## src/rtl/snake_apple_module.sv

```systemverilog
// Apple side of the snake game: eat detection, grow pulse, pseudo-random relocation,
// score keeping and scan-cell classification for the colour mux.
module snake_apple_module #(
    parameter int unsigned X_MIN     = 1,
    parameter int unsigned X_MAX     = 38,
    parameter int unsigned Y_MIN     = 1,
    parameter int unsigned Y_MAX     = 28,
    parameter int unsigned INIT_X    = 24,
    parameter int unsigned INIT_Y    = 10,
    parameter int unsigned ADD_HOLD  = 8,
    parameter int unsigned MAX_TRIES = 64,
    parameter logic [15:0] LFSR_SEED = 16'hACE1
) (
    input  logic       Clk_50mhz,
    input  logic       Rst,
    input  logic [2:0] Game_status,
    input  logic [5:0] Head_x,
    input  logic [5:0] Head_y,
    input  logic [9:0] Pixel_x,
    input  logic [9:0] Pixel_y,
    output logic [5:0] Apple_x,
    output logic [5:0] Apple_y,
    output logic       Body_add_sig,
    output logic [7:0] Score,
    output logic       Apple_obj
);

    localparam int unsigned HOLD_W = (ADD_HOLD > 1) ? $clog2(ADD_HOLD) : 1;
    localparam int unsigned TRY_W  = $clog2(MAX_TRIES + 1);

    localparam logic [HOLD_W-1:0] HOLD_LOAD = HOLD_W'(ADD_HOLD - 1);
    localparam logic [TRY_W-1:0]  TRY_LAST  = TRY_W'(MAX_TRIES - 1);
    localparam logic [5:0]        X_LO      = 6'(X_MIN);
    localparam logic [5:0]        X_HI      = 6'(X_MAX);
    localparam logic [5:0]        Y_LO      = 6'(Y_MIN);
    localparam logic [5:0]        Y_HI      = 6'(Y_MAX);
    localparam logic [5:0]        INIT_XC   = 6'(INIT_X);
    localparam logic [5:0]        INIT_YC   = 6'(INIT_Y);
    localparam logic [15:0]       SEED_C    = (LFSR_SEED == 16'h0000) ? 16'h0001 : LFSR_SEED;
    localparam logic [2:0]        GS_PLAY   = 3'b010;
    localparam logic [2:0]        GS_END    = 3'b100;

    typedef enum logic [1:0] {
        S_WAIT   = 2'd0,
        S_EAT    = 2'd1,
        S_SEARCH = 2'd2
    } state_t;

    state_t            state;
    logic [15:0]       lfsr;
    logic [HOLD_W-1:0] hold_cnt;
    logic [TRY_W-1:0]  try_cnt;

    logic       lfsr_fb;
    logic [5:0] cand_x;
    logic [5:0] cand_y;
    logic       cand_ok;
    logic       head_hit;
    logic       init_on_head;

    // x^16+x^14+x^13+x^11+1 in right-shift Fibonacci form
    assign lfsr_fb = lfsr[0] ^ lfsr[2] ^ lfsr[3] ^ lfsr[5];
    assign cand_x  = lfsr[5:0];
    assign cand_y  = lfsr[11:6];

    assign cand_ok = (cand_x >= X_LO) && (cand_x <= X_HI) &&
                     (cand_y >= Y_LO) && (cand_y <= Y_HI) &&
                     !((cand_x == Head_x) && (cand_y == Head_y));

    assign head_hit     = (Head_x == Apple_x) && (Head_y == Apple_y);
    assign init_on_head = (Head_x == INIT_XC) && (Head_y == INIT_YC);

    // Apple is hidden while it is being relocated
    assign Apple_obj = (Pixel_x < 10'd640) && (Pixel_y < 10'd480) &&
                       (Pixel_x[9:4] == Apple_x) && (Pixel_y[9:4] == Apple_y) &&
                       (state != S_SEARCH);

    always_ff @(posedge Clk_50mhz) begin
        if (Rst) begin
            state        <= S_WAIT;
            lfsr         <= SEED_C;
            hold_cnt     <= '0;
            try_cnt      <= '0;
            Apple_x      <= INIT_XC;
            Apple_y      <= INIT_YC;
            Body_add_sig <= 1'b0;
            Score        <= 8'd0;
        end else begin
            lfsr <= {lfsr_fb, lfsr[15:1]};
            if (Game_status == GS_PLAY) begin
                case (state)
                    S_WAIT: begin
                        if (head_hit) begin
                            state        <= S_EAT;
                            Body_add_sig <= 1'b1;
                            hold_cnt     <= HOLD_LOAD;
                            if (Score != 8'hFF) begin
                                Score <= Score + 8'd1;
                            end
                        end
                    end
                    S_EAT: begin
                        if (hold_cnt == '0) begin
                            Body_add_sig <= 1'b0;
                            state        <= S_SEARCH;
                            try_cnt      <= '0;
                        end else begin
                            hold_cnt <= hold_cnt - HOLD_W'(1);
                        end
                    end
                    S_SEARCH: begin
                        if (cand_ok) begin
                            Apple_x <= cand_x;
                            Apple_y <= cand_y;
                            state   <= S_WAIT;
                        end else if (try_cnt == TRY_LAST) begin
                            // out of draws: fixed cell, nudged off the head if needed
                            Apple_x <= init_on_head ? X_LO : INIT_XC;
                            Apple_y <= init_on_head ? Y_LO : INIT_YC;
                            state   <= S_WAIT;
                        end else begin
                            try_cnt <= try_cnt + TRY_W'(1);
                        end
                    end
                    default: begin
                        state <= S_WAIT;
                    end
                endcase
            end else begin
                // END keeps the score for the end screen; START and illegal codes clear it
                state        <= S_WAIT;
                hold_cnt     <= '0;
                try_cnt      <= '0;
                Apple_x      <= INIT_XC;
                Apple_y      <= INIT_YC;
                Body_add_sig <= 1'b0;
                if (Game_status != GS_END) begin
                    Score <= 8'd0;
                end
            end
        end
    end

endmodule

```

## config.mk

```make
export PLATFORM = sky130hd
export DESIGN_NAME = snake_apple_module
export DESIGN_NICKNAME = d
export VERILOG_FILES = /design/src/rtl/snake_apple_module.sv
export SDC_FILE = /design/constraint.sdc
export NUM_CORES = 1
export LEC_CHECK = 0
export BUFFER_PORTS_ARGS = -buffer_cell sky130_fd_sc_hd__buf_4
export CAP_MARGIN = 20
export CORE_MARGIN = 1.5
export CORE_UTILIZATION = 53
export DETAILED_ROUTE_END_ITERATION = 10
export GPL_TIMING_DRIVEN = 1
export PLACE_DENSITY = 0.87
export SYNTH_ARGS = -nofsm -noshare
export SYNTH_HDL_FRONTEND = slang
export SYNTH_SLANG_ARGS = --single-unit
```

## constraint.sdc

```tcl
create_clock -name Clk_50mhz -period 2.55 [get_ports Clk_50mhz]
set_clock_uncertainty 0.05 [all_clocks]
set_input_delay 0.3825 -clock Clk_50mhz [delete_from_list [all_inputs] [get_ports Clk_50mhz]]
set_output_delay 0.3825 -clock Clk_50mhz [all_outputs]
set_load 0.02 [all_outputs]
```

Word-level counts from Yosys, hierarchy flattened
Cells that the tools add are included.

operators by class
  add/sub/neg operators = 3
  multipliers = 0
  divide/modulo/power cells = 0
  magnitude comparators = 6
  eq/ne operators = 24
  shift operators = 0
  mux-type cells = 26
  bitwise logic cells = 4
  reduce and logical (&&, ||, !) cells = 25

operators with widths
  kind                                                                number
  2-to-1 mux 8 bit                                                    5
  equality test 6 bit                                                 6
  2-to-1 mux 6 bit                                                    4
  2-to-1 mux 7 bit                                                    3
  inequality test 2 bit (second input constant)                       7
  one-hot mux 7 bit (2 select lines)                                  1
  greater-or-equal comparator 6 x 1 -> 1 bit (second input constant)  2
  logical AND 1 bit                                                   11
  < comparator 10 bit (second input constant)                         1
  < comparator 10 x 9 -> 1 bit (second input constant)                1
  AND reduction 3 bit                                                 3
  adder 8 x 1 -> 8 bit (second input constant)                        1
  2-to-1 mux 2 bit                                                    4
  inequality test 8 bit (second input constant)                       1
  AND reduction 4 bit                                                 2
  nonzero test 2 bit                                                  4
  adder 7 x 1 -> 7 bit (second input constant)                        1
  equality test 7 x 6 -> 1 bit (second input constant)                1
  equality test 6 x 4 -> 1 bit (second input constant)                1
  equality test 6 x 5 -> 1 bit (second input constant)                1
  <= comparator 6 x 5 -> 1 bit (second input constant)                1
  <= comparator 6 bit (second input constant)                         1
  2-to-1 mux 3 bit                                                    2
  inequality test 3 bit (second input constant)                       2
  18 further kinds                                                    22

word-level totals
  flip-flop bits (word level) = 49
  latch bits = 0
  bits in writable memories = 0
  bits in read-only memories = 0
  input port bits = 37
  output and inout port bits = 22
  logic and storage cells = 96
  memories = 0

Logic depth before layout (Yosys ltp)
  word-level depth = 7
  gate-level depth with buffers = 9
  gate-level depth less buffers = 8

Worst setup path before layout
Ideal clock, no wire load.

  path type = register -> register
  start = register lfsr[5]
  end = register Apple_x[3]
  data arrival time = 2.001 ns
  data required time = 2.381 ns
  path slack = 0.380 ns
  cell stages (with the launch flop) = 9
  buffers on the path = 2
  period minus slack after synthesis = 2.170 ns
  path through = dfxtp_1 > buf_6 > or4_4 > o31ai_2 > nor3_2 > and2_4 > or3_1 > buf_2 > o221a_2

on the way
  word-level cells in the longest chain between the ends = 7
  elaborated cells on any way between the ends = 12

RTL lines
  item                                                                                      RTL line  RTL
  from (decl)                                                                               50        logic [15:0] lfsr;
  from (signal assigned)                                                                    89        lfsr <= {lfsr_fb, lfsr[15:1]};
  greater-or-equal comparator 6 x 1 -> 1 bit / <= comparator 6 bit (equally long branches)  66        assign cand_ok = (cand_x >= X_LO) && (cand_x <= X_HI) &&
  logical AND 1 bit (2 in a row)                                                            66
  logical AND 1 bit                                                                         67        (cand_y >= Y_LO) && (cand_y <= Y_HI) &&
  logical AND 1 bit *                                                                       67
  nonzero test 2 bit (no source line)                                                       --
  AND reduction 2 bit (no source line)                                                      --
  to (signal assigned)                                                                      113       Apple_x <= cand_x;
  to (signal assigned)                                                                      118       Apple_x <= init_on_head ? X_LO : INIT_XC;
  to (decl)                                                                                 21        output logic [5:0] Apple_x,

Mark *: on every way between the ends. The rest lies on a longest branch, timed or not.
A chain may end at the register's enable or synchronous reset.

Final worst setup path
  start = register lfsr[2]
  end = register try_cnt[4]

on the way
  word-level cells in the longest chain between the ends = 7
  elaborated cells on any way between the ends = 11

RTL lines
  item                                                                                      RTL line  RTL
  greater-or-equal comparator 6 x 1 -> 1 bit / <= comparator 6 bit (equally long branches)  66
  logical AND 1 bit (2 in a row)                                                            66
  logical AND 1 bit                                                                         67
  logical AND 1 bit *                                                                       67
  inequality test 2 bit (no source line) *                                                  --
  AND reduction 4 bit (no source line) *                                                    --
  to (signal assigned)                                                                      122       try_cnt <= try_cnt + TRY_W'(1);
  to (decl)                                                                                 52        logic [TRY_W-1:0] try_cnt;

Marks and branches as above.

==> results.json <==
{
  "hold_class": "in -> reg",
  "fmax_ghz": 0.437,
  "critPathSlowestCell": "or4_4",
  "wl_per_cell_um": 14.9,
  "r2r_slack_ps": 260,
  "nNetsFinal": 371,
  "r2r_end": "try_cnt[4]",
  "drt-initial-drc-count": 121,
  "place_congestion": 0.887,
  "dr.pass1.iters": 4,
  "cts_tree": "done",
  "port_buffers": 50,
  "post-route-util": 0.683,
  "end_kind": "register",
  "cts_root_buffer": "clkbuf_8",
  "grt_pass1_wl_um": 9450,
  "worst_pin_slew_ps": 616,
  "cts.sink_count": 49,
  "ys_seq_area_frac": 0.397,
  "cts_made_buffers": 5,
  "clkLatencyLatePin_ps": 320,
  "holdBufCountCts": 0,
  "vdd_drop_max_mv": 0.445,
  "die_w_um": 71.3,
  "min_period_over_period": 0.897,
  "slowest_delay_ps": 550,
  "synthFlopType": "dfxtp_1",
  "synth-edff-count": 0,
  "rsz0062_at_grt": "false",
  "synth.avg_cell_area_um2": 8.92,
  "reg2reg_depth": 6,
  "fin_cells": 383,
  "grt_start_max_net_pins": 20,
  "sw_frac_of_total": 0.239,
  "p_per_area_nw_per_um2": 499,
  "cellLeakagePower_nw": 1.20,
  "design_area_um2": 3020,
  "clk_pin_slew_ps": 100,
  "crit_chain": "or4_4 -> o31ai_2 -> nor3_2 -> a211oi_4 -> nor2_1 -> a221o_1",
  "cp_num_buf_inv": 0,
  "placement_rows": 24,
  "power_frac_seq": 0.532,
  "yosysWarningCount": 0,
  "pin_count": 59,
  "run_status": "complete, no violations",
  "cp.arrival_ps": 2440,
  "die_y_um": 71.3,
  "postRouteAntennaNets": 0,
  "syn-cell-area_um2": 2470,
  "clkPwrFrac": 0.379,
  "synthCells": 277,
  "hold_depth": 2,
  "critPathMaxFanout": 6,
  "drive_above_1_share": 0.254,
  "hp-start": "Rst",
  "reg2reg_from": "lfsr[2]",
  "finalHoldViolCount": 0,
  "placed_cell_area_um2": 2900,
  "finalCriticalPeriod_ps": 2290,
  "hold_end": "lfsr[4]",
  "routed_wl_um": 5710,
  "grt_pass1_vias": 2073,
  "post_cts_buffers": 0,
  "area_delta_synth_final_pct": 22.1,
  "route.detailed.drc": 0,
  "fin_total_pwr_mw": 1.51,
  "vias": 2210,
  "htree_levels": 2,
  "cp_top_family": "compound AO/OA/AOI/OAI gates",
  "finalSetupViolations": 0,
  "ys_ff_latch": 49,
  "placed_cells": 375,
  "power_frac_comb": 0.089,
  "cts_resized": 0,
  "clk_path_buf_depth": 2,
  "p_int_mw": 1.15,
  "core_um2": 4410,
  "antenna_found_initial": 0,
  "diodes": 0,
  "syn_nets": 318,
  "maxCapViolations": 0,
  "synth_cell_type_count": 48,
  "via_per_inst": 5.77,
  "critPathLaunchType": "register",
  "tns_ps": 0,
  "drv_slew": 0,
  "async_flop_share": 0,
  "dp_hpwl_um": 4330,
  "start_util": 0.560,
  "layout_setup_ws_ps": 262,
  "preCtsSetupSlack_ps": 216,
  "die_area_um2": 5080,
  "required_ps": 2700,
  "path_class": "reg -> reg",
  "p_sw_mw": 0.359,
  "holdWs_ps": 294,
  "max_slew_margin": 0.586,
  "track_usage": 0.233,
  "gr-total-overflow": 0,
  "n_fill_cell": 374
}
==> metal layers <==
metal | wire [um] | up-vias | global-route usage
met1 | 2470 | 1037 | 0.304
met5 | 0 | - | 0
met3 | 393 | 11 | 0.0450
met2 | 2760 | 79 | 0.393
met4 | 91 | 0 | 0.0671
li1 | - | 1083 | -
==> sequential cells by signal (all words and copies together) (netlist names) <==
register,count
Apple_y,6
Score,8
lfsr,16
try_cnt,7
state,2
Body_add_sig,1
hold_cnt,3
Apple_x,6
==> cells by family after synthesis <==
logic type,count (synthesis),synth area share
XOR/XNOR,37,0.131
AND/OR/NAND/NOR,116,0.253
flip-flops,49,0.397
adder cells (fa/ha/maj),4,0.0203
buffers and inverters,18,0.0309
AO/OA/AOI/OAI,49,0.150
multiplexers,4,0.0167
==> cell type report <==
type                    instances  area (um2)  share of cell area
well taps                      52        65.1              0.0216
multi-input cells             210        1410               0.468
clock inverters                 3        46.3              0.0153
clock buffers                   5        68.8              0.0228
repair buffers                 54         405               0.134
inverters                      10        37.5              0.0124
flip-flops and latches         49         981               0.325
==> worst max-delay path by stage <==
stage               from    endpoint  slack (ps)  depth (start not counted)
5_1_grt          lfsr[2]  try_cnt[3]         140                          6
3_3_place_gp   Head_x[0]  Apple_x[3]         200                          6
6_report         lfsr[2]  try_cnt[4]         260                          6
2_1_floorplan    lfsr[5]  Apple_x[3]         380                          8
3_5_place_dp   Head_x[0]  Apple_x[3]         220                          6
4_1_cts          lfsr[2]  try_cnt[3]         260                          6
==> power groups by stage <==
stage | clock network, mW | logic, mW | registers, mW
floorplan | 0 | 0.0749 | 0.811
global placement | 0 | 0.129 | 0.817
detailed placement | 0 | 0.132 | 0.818
CTS | 0.577 | 0.133 | 0.800
global route | 0.603 | 0.147 | 0.803
finish | 0.571 | 0.135 | 0.801
==> cell usage after synthesis, drive strengths merged, types with 5 or more instances <==
| library cell | instances | area, um2 |
|---|---|---|
| nor2 | 15 | 56.3 |
| or2 | 10 | 62.6 |
| a32o | 5 | 50.1 |
| nor3 | 6 | 35.0 |
| xnor2 | 6 | 52.6 |
| o21ai | 11 | 55.1 |
| clkbuf | 6 | 22.5 |
| nor4 | 7 | 43.8 |
| xor2 | 31 | 272 |
| and3 | 5 | 31.3 |
| nor2b | 12 | 75.1 |
| nand2b | 7 | 43.8 |
| nand2 | 25 | 93.8 |
| a21oi | 10 | 50.1 |
| nand3 | 10 | 50.1 |
| dfxtp | 49 | 981 |
| or3 | 8 | 50.1 |
| inv | 10 | 37.5 |
==> layout by cell type, fill, tap and decap left out, types with 9 or more instances in the layout <==
master   netlist  final
xor2_1        31     31
a21oi_1       10     10
nand2_1       25     25
nand3_1       10     10
nor2b_1       12     12
buf_4          0     54
inv_1         10     10
dfxtp_1       49     49
or2_2         10     10
o21ai_0        9      9
nor2_1        15     15
(Power assumes the default switching activity.)
